**src/rtl/alu_pkg.sv**
```systemverilog
// alu_pkg: shared ALU word width, command encodings and sequencer states
package alu_pkg;
  localparam int ALU_W = 6;
  typedef enum logic [1:0] {ADD = 2'b00, SHR = 2'b01, NAND = 2'b10, PASS = 2'b11} alu_cmd_e;
  typedef enum logic [1:0] {IDLE, RUN, DONE} seq_state_e;
endpackage

```
**src/rtl/alu_seq.sv**
```systemverilog
// alu_seq: issues a wide operation to a 6-bit combinational ALU one word per cycle
module alu_seq
  import alu_pkg::*;
#(
  parameter int NWORDS = 2,
  localparam int W = ALU_W * NWORDS
) (
  input  logic             clk,
  input  logic             reset,
  input  logic             req_valid,
  output logic             req_ready,
  input  logic [1:0]       req_op,
  input  logic [W-1:0]     req_a,
  input  logic [W-1:0]     req_b,
  input  logic             req_cin,
  output logic [1:0]       alu_cmd,
  output logic [ALU_W-1:0] alu_inA,
  output logic [ALU_W-1:0] alu_inB,
  output logic             alu_sc_i,
  input  logic [ALU_W-1:0] alu_rslt,
  input  logic             alu_sc_o,
  input  logic             alu_pari,
  input  logic             alu_zero,
  input  logic             alu_neq,
  output logic             rsp_valid,
  input  logic             rsp_ready,
  output logic [W-1:0]     rsp_rslt,
  output logic             rsp_cout,
  output logic             rsp_zero,
  output logic             rsp_neq,
  output logic             rsp_pari
);
  localparam int CW = NWORDS > 1 ? $clog2(NWORDS) : 1;
  seq_state_e state, state_n;
  alu_cmd_e op;
  logic [W-1:0] a, b;
  logic [CW-1:0] cnt, idx;
  logic carry, zero, neq, pari, run, last;
  assign run = state == RUN;
  assign last = cnt == CW'(NWORDS - 1);
  // shift-through-carry walks from the MSW down so the carry enters at the top
  assign idx = op == SHR ? CW'(NWORDS - 1) - cnt : cnt;
  always_comb begin
    state_n = state == IDLE ? (req_valid ? RUN : IDLE) :
              state == RUN  ? (last ? DONE : RUN) :
              (rsp_ready ? IDLE : DONE);
  end
  always_ff @(posedge clk) begin
    if (reset) state <= IDLE;
    else state <= state_n;
  end
  always_ff @(posedge clk) begin
    if (reset) begin
      op <= PASS;
      a <= '0;
      b <= '0;
      cnt <= '0;
      carry <= 1'b0;
      rsp_rslt <= '0;
      zero <= 1'b0;
      neq <= 1'b0;
      pari <= 1'b0;
    end else if (state == IDLE && req_valid) begin
      op <= alu_cmd_e'(req_op);
      a <= req_a;
      b <= req_b;
      cnt <= '0;
      carry <= req_cin;
      zero <= 1'b1;
      neq <= 1'b0;
      pari <= 1'b0;
    end else if (run) begin
      rsp_rslt[idx*ALU_W +: ALU_W] <= alu_rslt;
      zero <= zero & alu_zero;
      neq <= neq | alu_neq;
      pari <= pari ^ alu_pari;
      carry <= alu_sc_o;
      cnt <= cnt + 1'b1;
    end
  end
  assign req_ready = state == IDLE;
  assign rsp_valid = state == DONE;
  assign alu_cmd = run ? op : PASS;
  assign alu_inA = run ? a[idx*ALU_W +: ALU_W] : '0;
  assign alu_inB = run ? b[idx*ALU_W +: ALU_W] : '0;
  assign alu_sc_i = run & ~op[1] & carry;
  assign rsp_cout = ~op[1] & carry;
  assign rsp_zero = zero;
  assign rsp_neq = neq;
  assign rsp_pari = pari;
endmodule

```
**config.mk**
```make
export PLATFORM = sky130hd
export DESIGN_NAME = alu_seq
export DESIGN_NICKNAME = d
export VERILOG_FILES = /design/src/rtl/alu_pkg.sv /design/src/rtl/alu_seq.sv
export SDC_FILE = /design/constraint.sdc
export NUM_CORES = 1
export LEC_CHECK = 0
export ABC_AREA = 1
export CAP_MARGIN = 15
export CORE_UTILIZATION = 25
export DETAILED_ROUTE_END_ITERATION = 10
export PLACE_DENSITY = 0.53
export SLEW_MARGIN = 20
export SYNTH_ARGS = -nofsm -noshare
export SYNTH_HDL_FRONTEND = slang
export SYNTH_SLANG_ARGS = --single-unit
```
**constraint.sdc**
```tcl
create_clock -name clk -period 1.4 [get_ports clk]
set_input_delay 0.28 -clock clk [delete_from_list [all_inputs] [get_ports clk]]
set_output_delay 0.28 -clock clk [all_outputs]
set_load 0.01 [all_outputs]
```
==> results of run 1 <==
## sequential cells by signal, indices dropped and copies added, names as in the netlist
name / count
b: 12
rsp_pari: 1
state: 2
rsp_rslt: 12
rsp_zero: 1
rsp_neq: 1
a: 12
op: 2
cnt: 1
carry: 1
## power by group
group	leakage (nW)	switching [mW]	internal, mW
clock network	0.0687	0.485	0.719
logic	1.11	0.462	0.492
registers	0.372	0.0700	1.41
total	1.55	1.02	2.62
## routing by layer
metal	vias to the layer above	GRT usage, %	wire length [um]
met4	0	3.17	46
met2	50	22.7	2630
met3	5	3.20	283
met1	878	17.2	2740
met5	-	0	0
li1	1068	-	-
## what timing repair did
action / CTS / global route
setup buffers: 5 / 3
pin swaps: 3 / 5
hold buffers: 0 / 0
setup endpoints to repair: 33 / 29
gates cloned: 1 / 2
gates resized for setup: 110 / 33
## layout make-up
type | instances | share of cell area (%)
Timing Repair Buffer | 106 | 31.8
Inverter | 25 | 3.52
Multi-Input combinational cell | 194 | 28.4
Clock buffer | 5 | 2.13
Clock inverter | 3 | 2.13
Sequential cell | 45 | 28.0
Tap cell | 102 | 3.95
## path summary, 6_finish.rpt
kind | startpoint | slack, ps | endpoint | cells after the start
min | rsp_neq$_SDFFE_PP0N_ | 480 | rsp_neq$_SDFFE_PP0N_ | 2
min reg2reg | rsp_neq$_SDFFE_PP0N_ | 480 | rsp_neq$_SDFFE_PP0N_ | 2
max reg2reg | state[0]$_SDFF_PP0_ | 80 | a[8]$_SDFFE_PP0P_ | 8
max | op[1]$_SDFFE_PP1P_ | -270 | alu_inA[4] | 8
## cells in the final DEF, fill, tap and decap left out, types with 5 or more instances in the layout
master           count
nand2_2             10
nand2_1             42
o21ai_1              6
nand3_1             21
buf_2               12
dlygate4sd2_1       15
buf_4               21
dfxtp_2              5
nand2_4              5
inv_1               20
clkbuf_8             5
buf_6               10
a21oi_1              9
dfxtp_1             40
nor2_1              70
o21ai_0             21
clkdlybuf4s50_1     40
## cell families after synthesis
kind of cell / synth area share, %
flip-flops: 45.6
buffers and inverters: 12.4
AO/OA/AOI/OAI: 10.1
AND/OR/NAND/NOR: 31.9
## stage by stage
step / instance area (um2) / util [%] / power, mW / setup slack, ps / std cells
after floorplan: 1980 / - / 1.95 / 69.8 / 280
after global placement: 2890 / 37.6 / 2.33 / -388 / 462
after detailed placement: 2890 / 37.6 / 2.33 / -401 / 462
after CTS: 3070 / 39.9 / 3.58 / -273 / 476
after global routing: 3230 / 42.1 / 3.83 / -349 / 480
final: 3230 / 42.1 / 3.64 / -270 / 480
## worst reg2reg max path, stage by stage (launching register included)
cell	delay (ps)
dfxtp_2	350
buf_4	140
nor2_4	90
buf_6	110
nand2_4	70
buf_12	160
buf_4	140
o21ai_1	110
nor2_1	50
==> flow_summary.yaml, run 1 <==
setup_path:
  required_ps: 1120
  crit_fanout: 5
  worstSetupPathType: "reg -> out"
  cp_top_family: "buffers and inverters"
  critPathArrivalTime_ps: 1390
  critPathSlowestCell: "dfxtp_2"
  endpoint_kind: "primary output"
  path_buf_inv: 4
  crit_path_start_kind: "flip-flop"
  slowest_delay_ps: 330
  path_cells: "inv_2, nand3_2, nand3_4, inv_4, clkbuf_16, nand2_2, nand2_1, buf_2"
logic_synthesis:
  synth_area_mm2: 0.00198
  post-synth-top-count-cell: "nor2_1"
  synth-seq-cells: 45
  async_flop_share_pct: 0
  avgSynthCellArea_um2: 7.06
  synth_edf_count: 0
  postSynthNetCount: 321
  postSynthCellCount: 280
  synth_top_area_cell: "dfxtp_1"
  ys_warn_count: 0
  synthFlopType: "dfxtp_1"
  ys_seq_area_share_pct: 45.6
  synthTopCellsByArea: "dfxtp_1 (46%), nor2_1 (14%), nand2_1 (10%)"
  synth.cells.most_frequent: "nor2_1 (72), nand2_1 (54), dfxtp_1 (45), o21ai_0 (25)"
  synth_cell_type_count: 22
  synth_top_area_share_pct: 45.6
clock_network:
  htreeDepth: 2
  cts-root-buf: "clkbuf_8"
  cts_tree: "built"
  cts_buffers: 5
  cts_max_path_buffers: 2
  path_clk_slew_ps: 100
  clock_latency_ps: 300
  cts.sinks: 45
status:
  violations: "negative setup slack"
  status: "finished, violations left"
detailed_routing:
  drc: 0
  wl_mm: 5.70
  drt_pass1_iterations: 4
  drt_iter0_drc: 53
  wire_per_inst_um: 11.9
  viasPerCell: 4.17
  ant_nets: 0
  vias: 2001
power:
  ir_worst_vdd_uv: 783
  p_leak_nw: 1.55
  power_density_mw_per_mm2: 1130
final_layout:
  final_layout_size_suffix_gt1_share_pct: 24.1
  fillers: 821
  register_area_um2: 907
  syn_to_final_growth_pct: 63.7
  n_antenna_cell: 0
  nets: 418
  multiInputGateArea_um2: 918
min_path:
  hold_class: "reg -> reg"
floorplan:
  die_h_um: 90.9
  die_w_um: 90.9
  rows: 32
  pin_count: 74
  core-area_mm2: 0.00769
  die_area_mm2: 0.00826
  initial_core_util_pct: 25.7
placed_design:
  finalWeightedCongestion: 0.753
  io_buffers: 73
  dpl.hpwl_mm: 3.75
sta:
  slew_headroom_pct: 85.9
  drv_slew: 0
  tightest_slew_ps: 209
  final.setup.worst_slack_ps: -270
  tns_ps: -3470
  post-route-min-period_ps: 1670
  hold_violations: 0
  max_freq_mhz: 599
  setup_viol: 15
  rsz0062_at_grt: "true"
  skew_ps: 10.8
  whs_ps: 476
  min_period_over_period_pct: 119
global_routing:
  antenna_found_initial: 0
  grt-ovfl-total: 0
  grt_pass1_wl_mm: 8.81
  first_global_vias: 1901
  grt_max_degree: 29
  gr-usage-all-layers_pct: 13.4
flow_run:
  maxCapViolations: 0
(Power assumes the default switching activity.)
==> run 2, diff against run 1 <==
GPL_ROUTABILITY_DRIVEN = 0   (was default)
==> results of run 2 <==
Final layout, timing and power as in run 1 (identical DEF).
